## config.mk

```make
export PLATFORM = sky130hd
export DESIGN_NAME = mem_port_arbiter_flat
export DESIGN_NICKNAME = d
export VERILOG_FILES = /design/src/rtl/mem_port_arbiter_pkg.sv /design/src/rtl/mem_port_arbiter_if.sv /design/src/rtl/mem_port_arbiter_prio.sv /design/src/rtl/mem_port_arbiter.sv /design/src/flat_wrapper.sv
export SDC_FILE = /design/constraint.sdc
export NUM_CORES = 1
export LEC_CHECK = 0
export ABC_AREA = 1
export CORE_AREA = 2 2 102 104
export DETAILED_ROUTE_END_ITERATION = 6
export DIE_AREA = 0 0 104 106
export DONT_BUFFER_PORTS = 1
export SETUP_SLACK_MARGIN = 0.05
export SLEW_MARGIN = 20
export SYNTH_ARGS = -nofsm -noshare
export SYNTH_HDL_FRONTEND = slang
export SYNTH_HIERARCHICAL = 1
export SYNTH_SLANG_ARGS = --single-unit
```

## constraint.sdc

```tcl
create_clock -name i_clk -period 2.05 [get_ports i_clk]
set_input_delay 0.5125 -clock i_clk [delete_from_list [all_inputs] [get_ports i_clk]]
set_output_delay 0.5125 -clock i_clk [all_outputs]
set_load 0.01 [all_outputs]
```

## src/rtl/mem_port_arbiter_pkg.sv

```systemverilog
// Shared constants and types for the fetch/LSU memory port arbiter.
// The memory geometry and the LSU streak limit are defined here.
package mem_port_arbiter_pkg;

    localparam int MEM_WORDS     = 512;
    localparam int ADDR_W        = 9;
    localparam int MAX_LS_STREAK = 4;
    localparam int MEM_BYTES     = 2048;
    localparam int STREAK_W      = $clog2(MAX_LS_STREAK + 1);

    typedef enum logic [2:0] {
        OWN_NONE   = 3'd0,
        OWN_IF     = 3'd1,
        OWN_IF_ERR = 3'd2,
        OWN_LS_RD  = 3'd3,
        OWN_LS_WR  = 3'd4,
        OWN_LS_ERR = 3'd5
    } arb_owner_e;

    // A byte address maps onto the macro only below MEM_BYTES.
    function automatic logic addr_in_range(input logic [31:0] addr);
        return addr < 32'(MEM_BYTES);
    endfunction

endpackage

```

## src/rtl/mem_port_arbiter_if.sv

```systemverilog
// Bundle of fetch, LSU and memory-macro signals around the arbiter.
// Handshake: a requester holds req and its attributes until gnt; the one-cycle response arrives as rvld with rdata/err, both zero when rvld is low.
interface mem_port_arbiter_if;

    logic        i_if_req;
    logic [31:0] i_if_addr;
    logic        o_if_gnt;
    logic        o_if_rvld;
    logic [31:0] o_if_rdata;
    logic        o_if_err;

    logic        i_ls_req;
    logic        i_ls_wren;
    logic [31:0] i_ls_addr;
    logic [3:0]  i_ls_bmask;
    logic [31:0] i_ls_wdata;
    logic        o_ls_gnt;
    logic        o_ls_rvld;
    logic [31:0] o_ls_rdata;
    logic        o_ls_err;

    logic                                     o_mem_cs;
    logic                                     o_mem_wren;
    logic [mem_port_arbiter_pkg::ADDR_W-1:0] o_mem_addr;
    logic [3:0]                               o_mem_bmask;
    logic [31:0]                              o_mem_wdata;
    logic [31:0]                              i_mem_rdata;

    modport slave (
        input  i_if_req, i_if_addr,
        output o_if_gnt, o_if_rvld, o_if_rdata, o_if_err,
        input  i_ls_req, i_ls_wren, i_ls_addr, i_ls_bmask, i_ls_wdata,
        output o_ls_gnt, o_ls_rvld, o_ls_rdata, o_ls_err,
        output o_mem_cs, o_mem_wren, o_mem_addr, o_mem_bmask, o_mem_wdata,
        input  i_mem_rdata
    );

    modport master (
        output i_if_req, i_if_addr,
        input  o_if_gnt, o_if_rvld, o_if_rdata, o_if_err,
        output i_ls_req, i_ls_wren, i_ls_addr, i_ls_bmask, i_ls_wdata,
        input  o_ls_gnt, o_ls_rvld, o_ls_rdata, o_ls_err,
        input  o_mem_cs, o_mem_wren, o_mem_addr, o_mem_bmask, o_mem_wdata,
        output i_mem_rdata
    );

endinterface

```

## src/rtl/mem_port_arbiter_prio.sv

```systemverilog
// Grant selection between fetch and LSU with an anti-starvation streak counter.
// LSU wins collisions unless it has already taken MAX_LS_STREAK grants in a row over a waiting fetch.
module mem_arb_prio
    import mem_port_arbiter_pkg::*;
(
    input  logic                i_clk,
    input  logic                i_rst_n,
    input  logic                i_if_req,
    input  logic                i_ls_req,
    output logic                o_if_gnt,
    output logic                o_ls_gnt,
    output logic [STREAK_W-1:0] o_streak
);

    logic [STREAK_W-1:0] streak_q;
    logic [STREAK_W-1:0] streak_d;
    logic                force_if;

    always_ff @(posedge i_clk or negedge i_rst_n) begin
        if (!i_rst_n) begin
            streak_q <= '0;
        end else begin
            streak_q <= streak_d;
        end
    end

    // Grants are held low while reset is asserted so no request leaks through.
    always_comb begin
        force_if = i_if_req && (streak_q == STREAK_W'(MAX_LS_STREAK));
        o_ls_gnt = i_rst_n && i_ls_req && !force_if;
        o_if_gnt = i_rst_n && i_if_req && !o_ls_gnt;
        streak_d = streak_q;
        if (!i_if_req || o_if_gnt) begin
            streak_d = '0;
        end else if (o_ls_gnt && (streak_q != STREAK_W'(MAX_LS_STREAK))) begin
            streak_d = streak_q + STREAK_W'(1);
        end
    end

    assign o_streak = streak_q;

endmodule

```

## src/rtl/mem_port_arbiter.sv

```systemverilog
// Shares one single-port 2 KiB memory between instruction fetch and the LSU.
// Drives the macro in the grant cycle and steers the next-cycle read data to the owner.
module mem_port_arbiter
    import mem_port_arbiter_pkg::*;
(
    input  logic                  i_clk,
    input  logic                  i_rst_n,
    mem_port_arbiter_if.slave     bus,
    output arb_owner_e            o_dbg_owner,
    output logic [STREAK_W-1:0]   o_dbg_streak
);

    logic              if_gnt;
    logic              ls_gnt;
    logic              if_in;
    logic              ls_in;
    logic              mem_cs;
    logic              mem_wren;
    logic [ADDR_W-1:0] mem_addr;
    logic [3:0]        mem_bmask;
    logic [31:0]       mem_wdata;
    arb_owner_e        owner_q;
    arb_owner_e        owner_d;

    mem_arb_prio u_prio (
        .i_clk    (i_clk),
        .i_rst_n  (i_rst_n),
        .i_if_req (bus.i_if_req),
        .i_ls_req (bus.i_ls_req),
        .o_if_gnt (if_gnt),
        .o_ls_gnt (ls_gnt),
        .o_streak (o_dbg_streak)
    );

    // Out-of-range requests are granted but never reach the macro.
    always_comb begin
        if_in     = addr_in_range(bus.i_if_addr);
        ls_in     = addr_in_range(bus.i_ls_addr);
        mem_cs    = 1'b0;
        mem_wren  = 1'b0;
        mem_addr  = '0;
        mem_bmask = '0;
        mem_wdata = '0;
        owner_d   = OWN_NONE;
        if (ls_gnt) begin
            if (ls_in) begin
                mem_cs   = 1'b1;
                mem_addr = bus.i_ls_addr[ADDR_W+1:2];
                if (bus.i_ls_wren) begin
                    mem_wren  = 1'b1;
                    mem_bmask = bus.i_ls_bmask;
                    mem_wdata = bus.i_ls_wdata;
                    owner_d   = OWN_LS_WR;
                end else begin
                    owner_d = OWN_LS_RD;
                end
            end else begin
                owner_d = OWN_LS_ERR;
            end
        end else if (if_gnt) begin
            if (if_in) begin
                mem_cs   = 1'b1;
                mem_addr = bus.i_if_addr[ADDR_W+1:2];
                owner_d  = OWN_IF;
            end else begin
                owner_d = OWN_IF_ERR;
            end
        end
    end

    always_ff @(posedge i_clk or negedge i_rst_n) begin
        if (!i_rst_n) begin
            owner_q <= OWN_NONE;
        end else begin
            owner_q <= owner_d;
        end
    end

    always_comb begin
        bus.o_if_rvld  = (owner_q == OWN_IF) || (owner_q == OWN_IF_ERR);
        bus.o_if_err   = (owner_q == OWN_IF_ERR);
        bus.o_if_rdata = (owner_q == OWN_IF) ? bus.i_mem_rdata : 32'h0;
        bus.o_ls_rvld  = (owner_q == OWN_LS_RD) || (owner_q == OWN_LS_WR) ||
                         (owner_q == OWN_LS_ERR);
        bus.o_ls_err   = (owner_q == OWN_LS_ERR);
        bus.o_ls_rdata = (owner_q == OWN_LS_RD) ? bus.i_mem_rdata : 32'h0;
    end

    assign bus.o_if_gnt    = if_gnt;
    assign bus.o_ls_gnt    = ls_gnt;
    assign bus.o_mem_cs    = mem_cs;
    assign bus.o_mem_wren  = mem_wren;
    assign bus.o_mem_addr  = mem_addr;
    assign bus.o_mem_bmask = mem_bmask;
    assign bus.o_mem_wdata = mem_wdata;
    assign o_dbg_owner     = owner_q;

endmodule

```

## src/flat_wrapper.sv

```systemverilog
// flat-port wrapper written by rule: the top's interface ports become plain ports
module mem_port_arbiter_flat import mem_port_arbiter_pkg::*;
  (i_clk, i_rst_n, o_dbg_owner, o_dbg_streak, bus_i_if_req, bus_i_if_addr, bus_o_if_gnt, bus_o_if_rvld, bus_o_if_rdata, bus_o_if_err, bus_i_ls_req, bus_i_ls_wren, bus_i_ls_addr, bus_i_ls_bmask, bus_i_ls_wdata, bus_o_ls_gnt, bus_o_ls_rvld, bus_o_ls_rdata, bus_o_ls_err, bus_o_mem_cs, bus_o_mem_wren, bus_o_mem_addr, bus_o_mem_bmask, bus_o_mem_wdata, bus_i_mem_rdata);
  mem_port_arbiter_if bus_i ();
  input  logic i_clk;
  input  logic i_rst_n;
  output arb_owner_e o_dbg_owner;
  output logic [STREAK_W-1:0] o_dbg_streak;
  input wire logic [$bits(bus_i.i_if_req)-1:0] bus_i_if_req;
  input wire logic [$bits(bus_i.i_if_addr)-1:0] bus_i_if_addr;
  output wire logic [$bits(bus_i.o_if_gnt)-1:0] bus_o_if_gnt;
  output wire logic [$bits(bus_i.o_if_rvld)-1:0] bus_o_if_rvld;
  output wire logic [$bits(bus_i.o_if_rdata)-1:0] bus_o_if_rdata;
  output wire logic [$bits(bus_i.o_if_err)-1:0] bus_o_if_err;
  input wire logic [$bits(bus_i.i_ls_req)-1:0] bus_i_ls_req;
  input wire logic [$bits(bus_i.i_ls_wren)-1:0] bus_i_ls_wren;
  input wire logic [$bits(bus_i.i_ls_addr)-1:0] bus_i_ls_addr;
  input wire logic [$bits(bus_i.i_ls_bmask)-1:0] bus_i_ls_bmask;
  input wire logic [$bits(bus_i.i_ls_wdata)-1:0] bus_i_ls_wdata;
  output wire logic [$bits(bus_i.o_ls_gnt)-1:0] bus_o_ls_gnt;
  output wire logic [$bits(bus_i.o_ls_rvld)-1:0] bus_o_ls_rvld;
  output wire logic [$bits(bus_i.o_ls_rdata)-1:0] bus_o_ls_rdata;
  output wire logic [$bits(bus_i.o_ls_err)-1:0] bus_o_ls_err;
  output wire logic [$bits(bus_i.o_mem_cs)-1:0] bus_o_mem_cs;
  output wire logic [$bits(bus_i.o_mem_wren)-1:0] bus_o_mem_wren;
  output wire logic [$bits(bus_i.o_mem_addr)-1:0] bus_o_mem_addr;
  output wire logic [$bits(bus_i.o_mem_bmask)-1:0] bus_o_mem_bmask;
  output wire logic [$bits(bus_i.o_mem_wdata)-1:0] bus_o_mem_wdata;
  input wire logic [$bits(bus_i.i_mem_rdata)-1:0] bus_i_mem_rdata;
  assign bus_i.i_if_req = bus_i_if_req;
  assign bus_i.i_if_addr = bus_i_if_addr;
  assign bus_o_if_gnt = bus_i.o_if_gnt;
  assign bus_o_if_rvld = bus_i.o_if_rvld;
  assign bus_o_if_rdata = bus_i.o_if_rdata;
  assign bus_o_if_err = bus_i.o_if_err;
  assign bus_i.i_ls_req = bus_i_ls_req;
  assign bus_i.i_ls_wren = bus_i_ls_wren;
  assign bus_i.i_ls_addr = bus_i_ls_addr;
  assign bus_i.i_ls_bmask = bus_i_ls_bmask;
  assign bus_i.i_ls_wdata = bus_i_ls_wdata;
  assign bus_o_ls_gnt = bus_i.o_ls_gnt;
  assign bus_o_ls_rvld = bus_i.o_ls_rvld;
  assign bus_o_ls_rdata = bus_i.o_ls_rdata;
  assign bus_o_ls_err = bus_i.o_ls_err;
  assign bus_o_mem_cs = bus_i.o_mem_cs;
  assign bus_o_mem_wren = bus_i.o_mem_wren;
  assign bus_o_mem_addr = bus_i.o_mem_addr;
  assign bus_o_mem_bmask = bus_i.o_mem_bmask;
  assign bus_o_mem_wdata = bus_i.o_mem_wdata;
  assign bus_i.i_mem_rdata = bus_i_mem_rdata;
  mem_port_arbiter u_core (.i_clk(i_clk), .i_rst_n(i_rst_n), .bus(bus_i), .o_dbg_owner(o_dbg_owner), .o_dbg_streak(o_dbg_streak));
endmodule
```

[After elaboration in Yosys (flattened, before gate mapping)]
Index checks and enable logic that the tools add are counted.
Operators by class
  add/sub/neg operators: 1
  order comparisons: 2
  eq/ne operators: 7
  muxes and demuxes: 26
  reduce and logical (&&, ||, !) cells: 14
Operators with widths (number)
  32-bit two-way mux: 5
  32-bit by 12-bit < comparator with 1-bit output, second input constant: 2
  9-bit two-way mux: 4
  3-bit two-way mux: 6
  4-bit two-way mux: 3
  3-bit == test, second input constant: 3
  1-bit two-way mux: 7
  3-bit by 2-bit == test with 1-bit output, second input constant: 2
  1-bit logical AND: 6
  1-bit logical OR: 4
  3-bit by 1-bit adder with 3-bit output, second input constant: 1
  3-bit by 1-bit == test with 1-bit output, second input constant: 1
  1-bit logical NOT: 3
  3-bit inequality test, second input constant: 1
  2-bit two-way mux: 1
  2-bit nonzero test: 1
Storage, ports and cells
  flip-flop bits (word level): 6
  output and inout port bits: 123
  logic and storage cells: 52

[Depth between registers and ports, before layout]
  word-level depth: 8
  mapped depth: 11
  mapped depth without buffers: 10

[Cells and area by module]
Netlist, hierarchy kept.
Modules (own cells, without submodules)
  mem_port_arbiter: times used 1, cells an instance 278, area each 1202.4 µm², sequential area each 75.1 µm²
  mem_arb_prio: times used 1, cells an instance 31, area each 215.2 µm², sequential area each 75.1 µm²

[Least setup slack after synthesis]
Ideal clock, no wire load.
  path type: reg-to-output
  start: register u_core.u_prio.streak_q[0], in the netlist u_core/u_prio/o_streak[0]
  end: output port bus_o_mem_addr[0]
  arrival: 1.667 ns
  required time: 1.537 ns
  path slack: -0.129 ns
  cell stages (with the launch flop): 11
  buffers on the path: 2
  path through: dfrtp_1 -> inv_1 -> ha_1 -> nand3_2 -> nand2_1 -> inv_2 -> clkbuf_1 -> nor2_1 -> clkbuf_1 -> nand3_1 -> nand2_1
Between the ends
  cells in the longest elaborated chain, start to end: 8
RTL lines
  start: declaration: RTL line mem_port_arbiter_prio.sv:15  | logic [STREAK_W-1:0] streak_q;
  start signal: assignment: RTL line mem_port_arbiter_prio.sv:23  | streak_q <= streak_d;
  3-bit == test *: RTL line mem_port_arbiter_prio.sv:29  | force_if = i_if_req && (streak_q == STREAK_W'(MAX_LS_STREAK));
  1-bit logical AND *: RTL line mem_port_arbiter_prio.sv:29
  1-bit logical NOT *: RTL line mem_port_arbiter_prio.sv:30  | o_ls_gnt = i_rst_n && i_ls_req && !force_if;
  1-bit logical AND *: RTL line mem_port_arbiter_prio.sv:30
  named net bus_o_ls_gnt: RTL line flat_wrapper.sv:20  | output wire logic [$bits(bus_i.o_ls_gnt)-1:0] bus_o_ls_gnt;
  1-bit logical NOT: RTL line mem_port_arbiter_prio.sv:31  | o_if_gnt = i_rst_n && i_if_req && !o_ls_gnt;
  1-bit logical AND: RTL line mem_port_arbiter_prio.sv:31
  9-bit two-way mux: RTL line mem_port_arbiter.sv:60  | end else if (if_gnt) begin
  9-bit two-way mux *: RTL line mem_port_arbiter.sv:45  | if (ls_gnt) begin
  end: declaration: RTL line flat_wrapper.sv:26  | output wire logic [$bits(bus_i.o_mem_addr)-1:0] bus_o_mem_addr;
The timed path passes the listed nets; every way through them passes the cells marked *.

[Final worst setup path]
  start: register u_core.u_prio.streak_q[0], in the netlist u_core/u_prio/o_streak[0]
  end: output port bus_o_mem_bmask[0]
Between the ends
  cells in the longest elaborated chain, start to end: 5
RTL lines
  3-bit == test: RTL line mem_port_arbiter_prio.sv:29
  1-bit logical AND: RTL line mem_port_arbiter_prio.sv:29
  1-bit logical NOT: RTL line mem_port_arbiter_prio.sv:30
  1-bit logical AND: RTL line mem_port_arbiter_prio.sv:30
  4-bit two-way mux: RTL line mem_port_arbiter.sv:45
  end: declaration: RTL line flat_wrapper.sv:27  | output wire logic [$bits(bus_i.o_mem_bmask)-1:0] bus_o_mem_bmask;
No other way between the ends.

==> flow_summary_export.csv <==
group,metric,value,unit
final_layout,num-nets-final,540,
synthesis,synth-seq-area-share,10.59,%
setup_path,critPathKind,"reg2out",
timing,tightest_slew,0.5681,ns
synthesis,yosysTopAreaCell,"nor2_1",
timing,setup_viol,47,
final_layout,syn2layout_area_growth,94.70,%
floorplanning,dieArea,0.01102,mm²
floorplanning,fp.dieH,106,µm
setup_path,cpMaxStageDelayCell,"dfrtp_1",
synthesis,async_flop_share,100.0,%
floorplanning,die_w,104,µm
setup_path,slowest_delay,0.38,ns
power,p_leak,1.533,nW
timing,setup_slack,-0.1717,ns
timing,drv_slew,0,
clock_tree,clk_latency,0.22,ns
final_layout,fillCellCount,1120,
synthesis,yosys-top-cells-area,"nor2_1 (33%), inv_1 (22%), dfrtp_1 (11%), nand2_1 (9.8%), nand3_1 (8.8%)",
global_routing,grt_pass1_wl,8.990,mm
timing,finalHoldViolCount,0,
clock_tree,cts_root_buf,"clkbuf_8",
synthesis,synth_common_cells,"nor2_1 (126), inv_1 (82), nand2_1 (37), nand3_1 (25), clkbuf_1 (9)",
synthesis,ys_ff_latch,6,
timing,fin_tns_setup,-4.848,ns
placement,dp_hpwl,5.000,mm
synthesis,synth_cells,309,
drt,routed-wl-met2,3.420,mm
hold_path,hold_class,"in2reg",
global_routing,grt.overflow.total,0,
drt,ant_nets,0,
drt,first_pass_iters,4,
power,ir_drop,0.0001112,V
timing,maxSlewHeadroom,62.09,%
final_layout,post-route-util,27.60,%
synthesis,syn_area,0.001418,mm²
synthesis,syn_area_per_cell,4.588,µm²
clock_tree,cts_made_buffers,3,
placement,port_buffers,0,
clock_tree,clk_transition_reported_paths,0.04,ns
placement,dpl_cell_area,0.002306,mm²
setup_path,crit_top_cell,"nand3_4",
drt,highest_layer,"met4",
global_routing,grt_pass1_vias,1871,
synthesis,synthFlopType,"dfrtp_1",
drt,avgRoutedWirePerCell,12.24,µm
global_routing,antenna_found_initial,0,
setup_path,worstSetupEndpointType,"output pin",
synthesis,yosysWarnings,6,
timing,whs,0.4459,ns
timing,finalCritPeriodShare,108.4,%
timing,finalClockSkew,0.002454,ns
final_layout,design_area,0.002760,mm²
floorplanning,rows,37,
synthesis,synth_top_area_share,33.36,%
drt,drc,0,
global_routing,grt_max_degree,34,
synthesis,synthMostInstantiatedCell,"nor2_1",
drt,drt_iter0_markers,114,
global_routing,grt_use_total,9.887,%
timing,period_minus_slack,2.222,ns
floorplanning,start_util,14.18,%
drt,vias,2145,
setup_path,cp.required,1.54,ns
setup_path,path_max_fanout,5,
flow_run,maxCapViolCount,0,
setup_path,cp-start-kind,"flip-flop",
drt,viasPerCell,4.009,
drt,route.met3.wl,638,µm
final_layout,num_antenna_cells,0,
power,power.density,198.9,mW/mm²
final_layout,final_cells,535,
placement,gp_routability_congestion,0.7597,
timing,max_freq,0.4501,GHz
final_layout,layout-drive-gt1-share,44.36,%
drt,wl_met1,2.483,mm
floorplanning,core-area,0.01000,mm²
setup_path,crit_arrival,1.71,ns
floorplanning,io_pins,260,
placement,placedCellCount,520,
setup_path,cp_top_family,"buffers and inverters",
synthesis,synth_edf_count,0,
drt,routed_wl,6.548,mm
clock_tree,cts_tree,"built",
setup_path,crit_chain,"inv_2 -> ha_4 -> nand3_4 -> nand2_4 -> clkinv_4 -> buf_12 -> nand3_4 -> clkbuf_16 -> nor2_4 -> buf_6",
clock_tree,h-tree-depth,1,
run_status,status,"finished, violations left",
synthesis,synth_nets,448,
setup_path,r2r_slack,0.28,ns
clock_tree,clock_sinks,6,
setup_path,critPathBufInv,5,
clock_tree,clockBufferDepth,2,
run_status,violations,"setup timing",
timing,rsz0062_at_grt,"yes",
synthesis,synth_cell_types,19,
-- per-stage QoR --
step	setup slack [ns]	power, W
2_1_floorplan	0.04859	0.0002564
3_3_place_gp	-0.06801	0.0003397
3_5_place_dp	-0.07431	0.0003410
4_1_cts	-0.1836	0.0005478
5_1_grt	-0.2580	0.0005853
6_report	-0.1717	0.0005489
-- worst paths after layout --
check	start	end	cells after the start
min in group asynchronous	i_rst_n	u_core/u_prio/o_streak[0]	1
worst max-delay path	u_core/u_prio/o_streak[0]	bus_o_mem_bmask[0]	10
worst min register to register	u_core/u_prio/o_streak[1]	u_core/u_prio/o_streak[1]	3
max in group asynchronous	i_rst_n	u_core/o_dbg_owner[0]	1
worst max register to register	u_core/u_prio/o_streak[0]	u_core/o_dbg_owner[0]	12
worst min-delay path	bus_i_if_req	u_core/u_prio/o_streak[0]	2
-- layout by cell type (no fill, tap or decap), drive strengths merged, types with 2 or more instances in the layout --
| cell | Yosys | final |
|---|---|---|
| clkbuf | 9 | 4 |
| ha | 2 | 2 |
| dfrtp | 6 | 6 |
| nor2 | 132 | 133 |
| o21ai | 4 | 4 |
| nand2 | 37 | 37 |
| inv | 83 | 82 |
| nand4 | 2 | 2 |
| buf | 4 | 97 |
| nand3 | 27 | 27 |
-- kinds of logic (layout without fill, tap and decap cells) --
family	Yosys count	count (layout)	synth area share (%)
AO/OA/AOI/OAI	6	6	2.295
flip-flops	6	6	10.59
buffers and inverters	96	185	27.10
AND/OR/NAND/NOR	199	200	58.25
adder cells (fa/ha/maj)	2	2	1.765
-- routing by layer --
| metal | track usage (%) | up-vias |
|---|---|---|
| met3 | 3.127 | 2 |
| met2 | 19.03 | 137 |
| met5 | 0 | - |
| li1 | - | 1052 |
| met4 | 1.351 | 0 |
| met1 | 10.81 | 954 |
-- power breakdown --
group | total, W | switching [W] | internal, W
Clock | 0.000172 | 0.0000460 | 0.000126
Combinational | 0.000248 | 0.000145 | 0.000102
Sequential | 0.000129 | 0.00000557 | 0.000124
Total | 0.000549 | 0.000197 | 0.000352
-- state kept, by name (all words and copies together) (netlist names) --
| name | flops |
|---|---|
| u_core/o_dbg_owner | 3 |
| u_core/u_prio/o_streak | 3 |
-- area by class of cell --
class                      count  area, µm²  share of cell area [%]
multi-input combinational    208       1207                   43.74
timing repair buffer          99      874.6                   31.69
inverter                      83      316.6                   11.47
tap                          136      170.2                   6.165
sequential                     6      150.1                   5.440
clock buffer                   3      41.29                   1.496
-- timing repair --
item | in CTS | in global routing
gates resized for setup | 40 | 26
buffers inserted | 6 | 1
hold buffers | 1 | 0
endpoints found under the hold margin | 6 | 0
gates cloned | 3 | 1
endpoints found under the setup margin | 48 | 49
pin swaps | 18 | 20
(Power assumes the default switching activity.)
